## config.mk

```make
export PLATFORM = sky130hd
export DESIGN_NAME = sigma_delta_dac_mc
export DESIGN_NICKNAME = d
export VERILOG_FILES = /design/src/rtl/sigma_delta_dac_mc.sv
export SDC_FILE = /design/constraint.sdc
export NUM_CORES = 1
export LEC_CHECK = 0
export CORE_ASPECT_RATIO = 2
export CORE_MARGIN = 2
export CORE_UTILIZATION = 50
export CTS_CLUSTER_SIZE = 40
export DETAILED_ROUTE_END_ITERATION = 12
export GPL_TIMING_DRIVEN = 0
export PLACE_DENSITY_LB_ADDON = 0.2
export SETUP_SLACK_MARGIN = 0.15
export SYNTH_ARGS = -nofsm -noshare
export SYNTH_HDL_FRONTEND = slang
export SYNTH_SLANG_ARGS = --single-unit
export TNS_END_PERCENT = 5
```

## constraint.sdc

```tcl
create_clock -name clk -period 10.5 [get_ports clk]
set_clock_uncertainty 0.1 [all_clocks]
set_input_delay 2.625 -clock clk [delete_from_list [all_inputs] [get_ports clk]]
set_output_delay 2.625 -clock clk [all_outputs]
set_load 0.01 [all_outputs]
```

## src/rtl/sigma_delta_dac_mc.sv

```systemverilog
// sigma_delta_dac_mc
// Multi-channel first-order sigma-delta DAC. Each channel holds a captured
// PCM sample, slews a working value toward it (or toward midscale while
// muted) and feeds that working value into a carry-out modulator.
// Channels share only the ramp prescaler and the dither LFSR.
module sigma_delta_dac_mc #(
    parameter int CHANNELS  = 2,
    parameter int WIDTH     = 16,
    parameter int SIGNED    = 1,
    parameter int RAMP_DIV  = 64,
    parameter int RAMP_STEP = 16,
    parameter int DITHER    = 0
) (
    input  logic                      clk,
    input  logic                      reset_n,
    input  logic [CHANNELS*WIDTH-1:0] din,
    input  logic                      din_valid,
    output logic                      din_ready,
    input  logic                      mute,
    output logic                      ramp_busy,
    output logic [CHANNELS-1:0]       dout
);
    localparam logic [WIDTH-1:0] MID  = {1'b1, {(WIDTH-1){1'b0}}};
    localparam int               PW   = (RAMP_DIV > 1) ? $clog2(RAMP_DIV) : 1;
    localparam logic [WIDTH:0]   STEP = (WIDTH+1)'(RAMP_STEP);

    logic                din_ready_reg;
    logic                ramp_busy_reg;
    logic                tick;
    logic                capture;
    logic [WIDTH:0]      dith;
    logic [CHANNELS-1:0] differ;
    logic [CHANNELS-1:0] dout_bits;

    assign capture   = din_valid & din_ready_reg;
    assign din_ready = din_ready_reg;
    assign ramp_busy = ramp_busy_reg;
    assign dout      = dout_bits;

    // Ready comes up on the first edge after reset release and stays up.
    always_ff @(posedge clk) begin
        if (!reset_n) begin
            din_ready_reg <= 1'b0;
        end else begin
            din_ready_reg <= 1'b1;
        end
    end

    // Busy reflects last cycle's "some channel still off target" condition.
    always_ff @(posedge clk) begin
        if (!reset_n) begin
            ramp_busy_reg <= 1'b0;
        end else begin
            ramp_busy_reg <= |differ;
        end
    end

    generate
        if (RAMP_DIV > 0) begin : g_pre
            localparam logic [PW-1:0] PRE_LAST = PW'(RAMP_DIV - 1);
            logic [PW-1:0] pre_reg;

            assign tick = (pre_reg == PRE_LAST);

            // Shared ramp prescaler: counts 0..RAMP_DIV-1, tick on wrap.
            always_ff @(posedge clk) begin
                if (!reset_n) begin
                    pre_reg <= '0;
                end else if (tick) begin
                    pre_reg <= '0;
                end else begin
                    pre_reg <= pre_reg + PW'(1);
                end
            end
        end else begin : g_nopre
            assign tick = 1'b1;
        end

        if (DITHER > 0) begin : g_dith
            logic [15:0] lfsr_reg;

            assign dith = (WIDTH+1)'(lfsr_reg[DITHER-1:0]);

            // Shared 16-bit Galois LFSR (taps 0xB400), free-running.
            always_ff @(posedge clk) begin
                if (!reset_n) begin
                    lfsr_reg <= 16'h0001;
                end else begin
                    lfsr_reg <= (lfsr_reg >> 1) ^ (lfsr_reg[0] ? 16'hB400 : 16'h0000);
                end
            end
        end else begin : g_nodith
            assign dith = '0;
        end
    endgenerate

    genvar gi;
    generate
        for (gi = 0; gi < CHANNELS; gi++) begin : g_ch
            logic [WIDTH-1:0] held_reg;
            logic [WIDTH-1:0] cur_reg;
            logic [WIDTH-1:0] cur_next;
            logic [WIDTH-1:0] tgt;
            logic [WIDTH-1:0] cap;
            logic [WIDTH:0]   acc_reg;
            logic [WIDTH:0]   acc_next;
            logic [WIDTH:0]   gap_up;
            logic [WIDTH:0]   gap_dn;
            logic             dout_reg;

            // Two's-complement input becomes offset-binary by flipping the MSB.
            if (SIGNED != 0) begin : g_signed
                assign cap = {~din[gi*WIDTH + WIDTH - 1], din[gi*WIDTH +: WIDTH-1]};
            end else begin : g_unsigned
                assign cap = din[gi*WIDTH +: WIDTH];
            end

            assign tgt           = mute ? MID : held_reg;
            assign differ[gi]    = (cur_reg != tgt);
            assign dout_bits[gi] = dout_reg;
            assign gap_up        = {1'b0, tgt} - {1'b0, cur_reg};
            assign gap_dn        = {1'b0, cur_reg} - {1'b0, tgt};
            assign acc_next      = {1'b0, acc_reg[WIDTH-1:0]} + {1'b0, cur_reg} + dith;

            // Slew toward the target by at most STEP per tick, landing exactly on it.
            always_comb begin
                cur_next = cur_reg;
                if (RAMP_DIV == 0) begin
                    cur_next = tgt;
                end else if (tick) begin
                    if (tgt > cur_reg) begin
                        cur_next = (gap_up > STEP) ? cur_reg + STEP[WIDTH-1:0] : tgt;
                    end else if (cur_reg > tgt) begin
                        cur_next = (gap_dn > STEP) ? cur_reg - STEP[WIDTH-1:0] : tgt;
                    end
                end
            end

            // Per-channel state: sample hold, working value and modulator.
            always_ff @(posedge clk) begin
                if (!reset_n) begin
                    held_reg <= MID;
                    cur_reg  <= MID;
                    acc_reg  <= '0;
                    dout_reg <= 1'b0;
                end else begin
                    if (capture) begin
                        held_reg <= cap;
                    end
                    cur_reg  <= cur_next;
                    acc_reg  <= acc_next;
                    dout_reg <= acc_next[WIDTH];
                end
            end
        end
    endgenerate

endmodule

```

==> impl_metrics.toml, run 1 <==
[run_status]
outcome = "complete, but fails checks"
violations = "capacitance limit, slew limit"

[clocking]
path_clk_slew_ns = 0.07
cts_tree = "built"
htreeDepth = 3
ctsResizeCount = 0
ctsHoldBuffers = 0
clock_latency_ns = 0.37
cts.sinks = 106
postCtsSetupBuffers = 0
cts_root_buffer = "clkbuf_16"
clockBufferDepth = 2
numCtsBuffers = 9

[layout]
fillers = 2017
final_util = 0.562
final_common_cell = "nand2_1"
layout-area-overhead-vs-synth_pct = 9.96
nets = 1574
drive_gt1_frac = 0.0524
mostFrequentLayoutCells = "nand2_1, a21oi_1, ha_1, dfxtp_1, nor2_1"
diodes = 0
finish.instance_area_um2 = 11200

[synth]
synth-edff-count = 0
syn-num-nets = 1524
netlist_instances = 1377
synth-async-reset-ratio = 0
synth_flop_cell = "dfxtp_1"
synth_cell_type_count = 78
syn_avg_cell_area_um2 = 7.39
synth_seq_cells = 106
ys_seq_area_frac = 0.208
synth_warnings = 0
synth_area_um2 = 10200

[min_path]
hp-class = "reg2reg"

[flow_run]
cap_violations = 1

[global_routing]
grt-busiest-layer = "met2"
grt_max_degree = 20
grtUsageTotal = 0.333
grt_pass1_vias = 10700
use_met3 = 0.0412
met2_usage = 0.642
grt_pass1_wl_um = 55300
grt.met1_usage = 0.278
grt_overflow = 0
antenna_found_initial = 0

[die]
die_h_um = 206
num_rows = 73
num_io_pins = 40
initial_core_util = 0.511
die_area_um2 = 21600
core_um2 = 19900
die_w_um = 105

[route]
vias = 10500
drtIter0Drc = 500
postRouteAntennaNets = 0
firstDrtPassIters = 5
post_drt_wl_per_cell_um = 21.1
viasPerCell = 6.22
drc = 0
wl_um = 35700

[timing]
finalSetupTns_ns = 0
fmax_ghz = 0.125
setup_slack_ns = 2.53
setup_viol = 0
worst_pin_slew_ns = 1.57
post-route-period-util = 0.759
finalHoldViolations = 0
timing.final.crit_period_ns = 7.97
drv_slew = 5
grt_setup_unrepaired = "no"
whs_ns = 0.359
relSlewSlack = -0.0559

[setup_path]
crit_type = "in2reg"
arrival_ns = 8.13
crit_required_ns = 10.66
crit_path_end_kind = "flop"
worstPathMaxFanout = 10
startpoint_type = "primary input"

[power_and_ir_drop]
ir_drop_uv = 83.9
power.density_nw_per_um2 = 95.7
p_leak_nw = 5.00

[place]
place_ws_ns = 2.34
gp_congestion = 1.01
io_buffers = 39
place_hpwl_um = 28900
placed_area_um2 = 10900
==> final timing paths <==
| check | cells after the start | endpoint | slack (ns) | start |
|---|---|---|---|---|
| min reg2reg | 2 | g_ch[1].held_reg[0] | 0.36 | g_ch[1].held_reg[0] |
| max reg2reg | 12 | g_ch[1].cur_reg[6] | 5.35 | g_ch[1].cur_reg[6] |
| max | 14 | g_ch[1].cur_reg[6] | 2.53 | mute |
| min | 2 | g_ch[1].held_reg[0] | 0.36 | g_ch[1].held_reg[0] |
==> cell families (layout without fill, tap and decap cells) <==
family,after synthesis,in the layout,share of synthesized area
compound gates,398,398,0.260
xor+xnor,68,68,0.0585
fa+ha+maj,111,111,0.139
buf+inv,168,223,0.0679
flops,106,106,0.208
mux,22,22,0.0225
simple gates,504,504,0.243
==> synthesized netlist by cell type (7+ instances only) <==
library cell	number	area share
o211ai_1	13	0.0096
a21oi_1	115	0.057
xnor2_1	51	0.044
a211o_1	11	0.0095
a211oi_1	13	0.0096
nand2_1	145	0.053
o31ai_1	8	0.0059
buf_2	16	0.0079
a41oi_1	7	0.0060
nand3_1	38	0.019
or2_2	10	0.0061
a21boi_0	7	0.0052
inv_1	99	0.037
and2_1	12	0.0074
clkbuf_1	40	0.015
o2111ai_1	7	0.0060
or3_1	19	0.012
and3_1	18	0.011
nor2_1	105	0.039
nand2b_1	42	0.026
nor2b_1	15	0.0092
a31oi_1	21	0.013
ha_1	107	0.13
o31a_1	7	0.0060
a21o_1	24	0.018
dfxtp_1	106	0.21
o21a_1	14	0.010
nor4_1	13	0.0080
o22ai_1	19	0.012
nor3_1	46	0.023
o21ai_0	63	0.031
o21bai_1	9	0.0066
xor2_1	17	0.015
mux2i_1	18	0.018
nand4_1	19	0.012
==> stage by stage <==
step	cells	power (mW)
5_1_grt	1694	1.11
3_5_place_dp	1678	0.723
2_1_floorplan	1377	0.624
6_report	1694	1.07
4_1_cts	1694	1.07
3_3_place_gp	1678	0.721
==> worst max-delay path, cell delays in order <==
cell             delay (ns)
clkdlybuf4s50_1        0.63
clkbuf_1               0.52
nand2b_1               0.22
inv_1                  0.07
ha_1                   0.27
buf_2                  0.24
nand2_1                0.19
or3_1                  0.42
nor4_1                 1.30
nor4_1                 0.15
a22o_1                 0.34
nor2_1                 0.47
a21oi_1                0.29
a211o_1                0.36
==> final cells by class <==
cell class	count	area, µm²	share of cell area
sequential	106	2120	0.190
inverter	101	382	0.0341
buffer	67	309	0.0276
multi-input combinational	1103	7370	0.658
tap	262	328	0.0293
timing repair buffer	39	390	0.0349
clock buffer	10	239	0.0214
clock inverter	6	56.3	0.00503
==> per-layer routing <==
metal | part of all wire | vias to the layer above
li1 | - | 5039
met1 | 0.32 | 4920
met2 | 0.53 | 389
met3 | 0.035 | 185
met4 | 0.11 | 0
met5 | 0 | -
==> where the power goes <==
part           internal, mW  total [mW]  switching, mW
registers             0.411       0.415        0.00434
logic                 0.115       0.310          0.195
clock network         0.173       0.345          0.172
No activity file was read; power rests on OpenSTA's default activity.
==> run 2: changes to the inputs <==
==> constraint.sdc (replaced) <==
create_clock -name clk -period 6.5 [get_ports clk]
set_clock_uncertainty 0.1 [all_clocks]
set_input_delay 1.625 -clock clk [delete_from_list [all_inputs] [get_ports clk]]
set_output_delay 1.625 -clock clk [all_outputs]
set_load 0.01 [all_outputs]
==> impl_metrics.toml, run 2 (synthesized netlist as in run 1, its figures left out) <==
[setup_path]
worstReg2RegEnd = "g_ch[1].cur_reg[8]"
critPathBufInv = 6
cp.depth = 17
crit_family = "buffers and inverters"
crit_required_ns = 6.66
startpoint_type = "primary input"
worstPathMaxFanout = 10
cp-startpoint = "mute"
r2r_start = "g_ch[1].cur_reg[14]"
crit_chain = "clkdlybuf4s50_1, clkbuf_2, nand2b_1, inv_1, ha_1, clkbuf_1, inv_1, a21oi_1, nor3_1, or3_1, a221oi_2, nand4_1, or4_4, nand2b_1, buf_2, o22ai_1, a221o_1"
arrival_ns = 6.50
crit_path_top_delay_cell = "clkdlybuf4s50_1"
crit_path_end_kind = "flop"
slowest_delay_ns = 0.65
crit_type = "in2reg"
ff2ff_path_depth = 15
reg2reg_slack_ns = 1.86

[timing]
drv_slew = 0
relSlewSlack = 0.212
setup_viol = 0
timing.final.crit_period_ns = 6.34
finalHoldViolations = 0
worst_pin_slew_ns = 1.17
finalSetupTns_ns = 0
grt_setup_unrepaired = "yes"
post-route-period-util = 0.976
fmax_ghz = 0.158

[power_and_ir_drop]
power.density_nw_per_um2 = 154
ir_drop_uv = 136
p_total_mw = 1.74
p_leak_nw = 5.04

[die]
die_w_um = 105
die_h_um = 206
die_area_um2 = 21600
core_um2 = 19900
num_rows = 73
num_io_pins = 40
initial_core_util = 0.511

[route]
vias = 10500
post_drt_wl_per_cell_um = 21.1
wl_met3_um = 1370
viasPerCell = 6.19
drtIter0Drc = 566
maxUsedRoutingLayer = "met4"
m1WireLength_um = 11200
wl_um = 35800
drc = 0
firstDrtPassIters = 5
met2_length_um = 19200
postRouteAntennaNets = 0

[place]
io_buffers = 39
dpl.cell_count = 1678
place_hpwl_um = 28900
gp_congestion = 1.01
placed_area_um2 = 10900

[clocking]
htreeDepth = 3
cts_root_buffer = "clkbuf_16"
postCtsSetupBuffers = 0
cts_tree = "built"
ctsHoldBuffers = 0
path_clk_slew_ns = 0.07
ctsResizeCount = 5
clock_latency_ns = 0.38
cts.sinks = 106
numCtsBuffers = 9
clockBufferDepth = 2

[layout]
finish.instance_area_um2 = 11300
diodes = 0
multi_input_area_um2 = 7450
final_common_cell = "nand2_1"
drive_gt1_frac = 0.0656
final_cell_count_no_fill = 1694
layout-area-overhead-vs-synth_pct = 10.9
fillers = 2008
mostFrequentLayoutCells = "nand2_1, a21oi_1, ha_1, dfxtp_1, nor2_1"
nets = 1574
seq_area_um2 = 2120

[global_routing]
grt_pass1_vias = 10800
antenna_found_initial = 0
grt_pass1_wl_um = 55400
grt_overflow = 0
grtUsageTotal = 0.334
grt_max_degree = 20

[min_path]
hold_depth = 2
hp-class = "reg2reg"
hp-start = "g_ch[1].held_reg[0]"
hold_end = "g_ch[1].held_reg[0]"

[run_status]
outcome = "complete, no violations"

[flow_run]
cap_violations = 0
[run 2: changes by cell type in the layout (fill, tap and decap cells not counted), moves of 2 or more]
cell / change
clkbuf_1: -8
a211oi_1: -2
a21oi_2: +3
clkbuf_2: +8
a211oi_2: +2
nor4_1: -3
nor4_4: +2
a21oi_1: -3
[run 2: report_power, final]
group / leakage, nW / internal (mW) / switching [mW]
registers: 0.860 / 0.663 / 0.00707
logic: 4.03 / 0.192 / 0.320
clock network: 0.144 / 0.280 / 0.280
[run 2: worst max-delay path by stage]
stage	end	slack, ns
2_1_floorplan	g_ch[1].cur_reg[13]	1.51
3_3_place_gp	g_ch[1].cur_reg[6]	-0.72
3_5_place_dp	g_ch[1].cur_reg[6]	-0.66
4_1_cts	g_ch[0].cur_reg[12]	0.08
5_1_grt	g_ch[1].cur_reg[8]	0.08
6_report	g_ch[1].cur_reg[8]	0.16
[run 2: tightest hold or removal path, cell delays in order, from the launching register on]
cell and delay (ns):
dfxtp_1 0.31, nand2_1 0.05, a21oi_1 0.05
[run 2: area by class of cell]
cell class                 count  share of cell area
clock inverter                 6             0.00499
sequential                   106               0.188
tap                          262              0.0290
inverter                     101              0.0338
multi-input combinational   1103               0.660
clock buffer                  10              0.0212
buffer                        67              0.0283
timing repair buffer          39              0.0346
[run 2: metal layers]
layer  up-vias  global-route usage
li1       5039                   -
met1      4924               0.279
met2       357               0.643
met3       174              0.0450
met4         0               0.334
met5         -                   0
[run 2: through the flow]
step           utilization  setup slack (ns)  hold WS [ns]
6_report             0.567             0.159         0.358
5_1_grt              0.567            0.0799         0.369
4_1_cts              0.563            0.0775         0.359
3_5_place_dp         0.547            -0.655         0.347
3_3_place_gp         0.547            -0.722         0.331
2_1_floorplan            -              1.51         0.318
